<file path="config.mk">
export PLATFORM = sky130hd
export DESIGN_NAME = fma16_issue
export DESIGN_NICKNAME = d
export VERILOG_FILES = /design/src/rtl/fma16_issue.sv
export SDC_FILE = /design/constraint.sdc
export NUM_CORES = 1
export LEC_CHECK = 0
export CORE_MARGIN = 2
export CORE_UTILIZATION = 54
export DETAILED_ROUTE_END_ITERATION = 10
export PLACE_DENSITY = 0.8
export SLEW_MARGIN = 20
export SYNTH_ARGS = -nofsm -noshare
export SYNTH_HDL_FRONTEND = slang
export SYNTH_SLANG_ARGS = --single-unit
export TNS_END_PERCENT = 5
</file>
<file path="constraint.sdc">
create_clock -name clk -period 3.6 [get_ports clk]
set_input_delay 0.72 -clock clk [delete_from_list [all_inputs] [get_ports clk]]
set_output_delay 0.72 -clock clk [all_outputs]
set_load 0.1 [all_outputs]
</file>
<file path="src/rtl/fma16_issue.sv">
// Issue buffer for the combinational fma16 datapath: a request FIFO whose head
// drives fma16, a registered result stage with sequence tags, and sticky flags.
module fma16_issue #(
  parameter int DEPTH = 4
) (
  input  logic        clk,
  input  logic        reset,
  input  logic        in_valid,
  output logic        in_ready,
  input  logic [15:0] in_x,
  input  logic [15:0] in_y,
  input  logic [15:0] in_z,
  input  logic        in_mul,
  input  logic        in_add,
  input  logic        in_negr,
  input  logic        in_negz,
  input  logic [1:0]  in_rm,
  output logic [15:0] fma_x,
  output logic [15:0] fma_y,
  output logic [15:0] fma_z,
  output logic        fma_mul,
  output logic        fma_add,
  output logic        fma_negr,
  output logic        fma_negz,
  output logic [1:0]  fma_rm,
  input  logic [15:0] fma_result,
  input  logic [3:0]  fma_flags,
  output logic        out_valid,
  input  logic        out_ready,
  output logic [15:0] out_result,
  output logic [3:0]  out_flags,
  output logic [2:0]  out_tag,
  output logic [3:0]  flags_sticky,
  input  logic        flags_clr,
  output logic [3:0]  count
);

  localparam int PW = $clog2(DEPTH);
  localparam int EW = 57;
  localparam logic [PW-1:0] PTR_ONE = 1;

  logic [EW-1:0] r_mem [DEPTH];
  logic [PW-1:0] r_wrPtr;
  logic [PW-1:0] r_rdPtr;
  logic [3:0]    r_count;
  logic [2:0]    r_tag;
  logic          r_outValid;
  logic [15:0]   r_outResult;
  logic [3:0]    r_outFlags;
  logic [2:0]    r_outTag;
  logic [3:0]    r_sticky;

  logic          w_notEmpty;
  logic          w_push;
  logic          w_load;
  logic [EW-1:0] w_entry;
  logic [EW-1:0] w_head;
  logic [2:0]    w_headTag;

  assign w_notEmpty = (r_count != 4'd0);
  assign in_ready   = (r_count < 4'(DEPTH));
  assign w_push     = in_valid & in_ready;
  assign w_load     = w_notEmpty & (~r_outValid | out_ready);

  assign w_entry = {r_tag, in_rm, in_mul, in_add, in_negr, in_negz, in_x, in_y, in_z};

  // An empty queue presents all-zero operands so fma16 never sees a stale entry.
  assign w_head = w_notEmpty ? r_mem[r_rdPtr] : '0;
  assign {w_headTag, fma_rm, fma_mul, fma_add, fma_negr, fma_negz,
          fma_x, fma_y, fma_z} = w_head;

  assign out_valid    = r_outValid;
  assign out_result   = r_outResult;
  assign out_flags    = r_outFlags;
  assign out_tag      = r_outTag;
  assign flags_sticky = r_sticky;
  assign count        = r_count;

  always_ff @(posedge clk) begin
    if (w_push && !reset) begin
      r_mem[r_wrPtr] <= w_entry;
    end
  end

  always_ff @(posedge clk) begin
    if (reset) begin
      r_wrPtr     <= '0;
      r_rdPtr     <= '0;
      r_count     <= 4'd0;
      r_tag       <= 3'd0;
      r_outValid  <= 1'b0;
      r_outResult <= 16'd0;
      r_outFlags  <= 4'd0;
      r_outTag    <= 3'd0;
      r_sticky    <= 4'd0;
    end else begin
      if (w_push) begin
        r_wrPtr <= r_wrPtr + PTR_ONE;
        r_tag   <= r_tag + 3'd1;
      end
      if (w_load) begin
        r_rdPtr <= r_rdPtr + PTR_ONE;
      end

      if (w_push && !w_load) begin
        r_count <= r_count + 4'd1;
      end else if (!w_push && w_load) begin
        r_count <= r_count - 4'd1;
      end

      // Without a load, out_ready can only be consumed when the queue is empty.
      if (w_load) begin
        r_outValid  <= 1'b1;
        r_outResult <= fma_result;
        r_outFlags  <= fma_flags;
        r_outTag    <= w_headTag;
      end else if (out_ready) begin
        r_outValid <= 1'b0;
      end

      r_sticky <= (flags_clr ? 4'd0 : r_sticky) | (w_load ? fma_flags : 4'd0);
    end
  end

endmodule

</file>
==> summary.md <==
| Metric | Value |
|---|---|
| Gr ovfl total | `0` |
| Synth warnings | `0` |
| Half-perimeter wire length after placement | `12,400 µm` |
| Status | `completed` |
| Antenna cell count | `0` |
| Post-CTS Setup Inserts | `0` |
| Post-synth top area cell | `edfxtp_1` |
| Cells after Synth | `594` |
| Skew-Pair Late Insertion Delay | `520 ps` |
| Final TNS setup | `0 ps` |
| CP max-delay cell | `dfxtp_2` |
| Synth top area cells | `edfxtp_1 65%, mux4_2 12%, dfxtp_1 7.8%, buf_4 3.6%, and2_1 3.5%` |
| Worst Max-Slew Pin Slew | `1020 ps` |
| Fin area | `0.0129 mm²` |
| FP Rows | `51` |
| Family with the most delay on the worst path | `flip-flops` |
| Mapped Avg Cell Area | `17.8 µm²` |
| Vias per inst | `5.38` |
| Fill cell count | `1,289` |
| Relative slew margins | `32.0%` |
| Cts repair resizes | `0` |
| Initial core utilization | `54.6%` |
| Crit share post-route | `88.1%` |
| CTS tree | `built` |
| Synth-to-layout area growth | `22.2%` |
| Place WS | `246 ps` |
| DR pass1 iterations | `5` |
| Clock Pin Slew Worst Setup and Hold Paths | `60 ps` |
| Worst setup margin | `428 ps` |
| Post-synth EDFFs | `228` |
| Post-Synth Simple-Gate Area | `6.47%` |
| Ys async rst share | `0%` |
| CTS Buf Count | `26` |
| Crit path buffers/inverters | `2` |
| Post-route ant nets | `0` |
| Final Skew | `14.0 ps` |
| Post-Synth Adder-Cell Area | `1.14%` |
| Synth Area in Compound Gates | `1.68%` |
| Final worst path period need | `3170 ps` |
| First-pass GRT wire length | `30,800 µm` |
| FF-to-FF path depth | `10` |
| GPL Wtd Cong | `0.770` |
| Final Slew Violations | `0` |
| Crit path cell chain | `buf_4 > mux4_2 > and2_1 > buf_4` |
| Post-synth top area share | `64.8%` |
| Pin count of the biggest net entering global routing | `58` |
| RSZ-0062 raised after global routing | `no` |
| Total track usage | `19.5%` |
| Worst min path class | `flip-flop to flip-flop` |
| Routed wire per std cell | `19.7 µm` |
| WP data arrival | `2450 ps` |
| Final nets | `812` |
| Post-synthesis xor/xnor area fraction | `0.581%` |
| Initial antenna violation count | `2` |
| Initial DRC Count | `454` |
| Classification of the worst setup path | `flip-flop to primary output` |
| CTS max path bufs | `3` |
| Worst Hold Depth | `2` |
| Vias in the first global route | `5,780` |
| Clock sink count | `269` |
| Ratio of cells with drive above 1 in the final layout | `23.8%` |
| Synth Cell Area | `0.0106 mm²` |
| Post-synth top flop | `edfxtp_1` |
| Register area share after synthesis | `72.6%` |
| Worst EP required | `2880 ps` |
| Die area | `0.0207 mm²` |
| Syn_nets | `682` |
| # IOs | `166` |
| Core area | `0.0193 mm²` |
| Worst setup SP type | `flip-flop` |
| Clk Tree Root Cell | `clkbuf_16` |
| Die Wd | `144 µm` |
| Worst path depth | `4` |
| Die Height | `144 µm` |
| #FFs+latches synth | `269` |
| H-tree levels | `1` |
| Setup crit end kind | `primary output` |
| Endpoints failing setup | `0` |
| Yosys cell types | `28` |
| Main combinational cell family by area after synthesis | `multiplexers` |
| Placed Area | `0.0121 mm²` |
| Remaining DRCs | `0` |
| Post-synthesis mux area share | `12.5%` |
| Hold violation count in the final report | `0` |
| Port Buf Inserts | `165` |
| F_max | `315 MHz` |
| Critical Path Max Stage Delay | `720 ps` |
| CP dominant cell by count | `buf_4` |
| Max Cap Viol | `0` |
| Post-CTS Hold Buffers | `0` |
| Crit path max fanout | `21` |
| Vias | `5,432` |
| Total Wirelength | `19,900 µm` |
[registers in the layout, indices dropped and copies added (netlist names), named ones only]
| register | cells |
|---|---|
| r_rdPtr | 2 |
| r_mem | 228 |
| out_valid | 1 |
| out_flags | 4 |
| out_tag | 3 |
| r_tag | 3 |
| flags_sticky | 4 |
| r_wrPtr | 2 |
| out_result | 16 |
| count | 4 |
[tightest hold or removal path, delay by kind of cell, from the launching register on]
family | cells | cell delay [ps]
flip-flops | 1 | 310
AND/OR/NAND/NOR | 1 | 50
AO/OA/AOI/OAI | 1 | 50
[synthesized netlist by cell type, types with 2 or more instances]
| library cell | n |
|---|---|
| edfxtp_1 | 228 |
| and2_1 | 59 |
| mux4_2 | 57 |
| buf_4 | 50 |
| nand2_1 | 47 |
| dfxtp_1 | 41 |
| a21oi_1 | 28 |
| nor2_1 | 17 |
| clkbuf_1 | 16 |
| buf_2 | 8 |
| ha_1 | 8 |
| nand2b_1 | 5 |
| xnor2_1 | 4 |
| buf_6 | 3 |
| inv_1 | 3 |
| xor2_1 | 3 |
| a21oi_2 | 2 |
| a31oi_1 | 2 |
| mux2i_1 | 2 |
| nand3_1 | 2 |
| nor2b_1 | 2 |
[placed cells by master, fill, tap and decap left out]
cell type and count:
xor2_1 3, clkbuf_16 27, clkinvlp_2 2, inv_1 3
mux2_2 1, dfxtp_2 1, mux4_2 57, a31oi_1 2
clkinv_4 1, edfxtp_1 228, nor2_1 17, a21oi_1 28
a21oi_2 2, nand3_1 2, dfxtp_1 39, clkinv_2 5
nor3b_2 1, nand2b_1 5, buf_4 65, clkdlybuf4s50_1 110
dfxtp_4 1, fa_1 1, mux2i_1 2, and2_1 55
bufinv_16 2, ha_1 8, clkinvlp_4 2, nand2_1 47
clkinv_1 4, xnor2_1 4, clkbuf_1 6, buf_12 5
and2_2 4, or4_2 1, nor2b_1 2, a211oi_1 1
[layer usage]
layer | track usage [%] | routed length, µm
met4 | 4.18 | 342
met1 | 25.7 | 7990
met5 | 0 | 15
met2 | 33.6 | 10200
met3 | 4.40 | 1340
[final cells by class]
| type | count | area, µm² | area share, % |
|---|---|---|---|
| clock buffers | 33 | 698 | 5.41 |
| clock inverters | 15 | 125 | 0.970 |
| inverters | 4 | 20.0 | 0.155 |
| multi-input cells | 243 | 2360 | 18.3 |
| flip-flops and latches | 269 | 7670 | 59.5 |
| well taps | 265 | 332 | 2.57 |
| repair buffers | 180 | 1690 | 13.1 |
[logic make-up (layout without fill, tap and decap cells)]
group,count (synthesis),in the layout
flops,269,269
simple gates,134,134
mux,60,60
compound gates,33,33
buf+inv,82,232
fa+ha+maj,9,9
xor+xnor,7,7
[stage by stage]
stage / std cells / utilization [%] / hold slack, ps
finish: 1009 / 66.7 / 454
global route: 1009 / 66.7 / 470
CTS: 1009 / 66.7 / 457
detailed placement: 961 / 62.5 / 448
global placement: 961 / 62.5 / 443
floorplan: 594 / - / 480
[worst paths after layout]
check                              from                    endpoint  slack (ps)
min          out_result[0]$_SDFFE_PP0N_  out_result[0]$_SDFFE_PP0N_         450
min reg2reg  out_result[0]$_SDFFE_PP0N_  out_result[0]$_SDFFE_PP0N_         450
max reg2reg       count[0]$_SDFFE_PP0P_       count[3]$_SDFFE_PP0P_         540
max                           flip-flop                    fma_y[1]         430
Power is not shown: default switching activity piles up to over one toggle a cycle in this logic, so the estimate is an artifact.
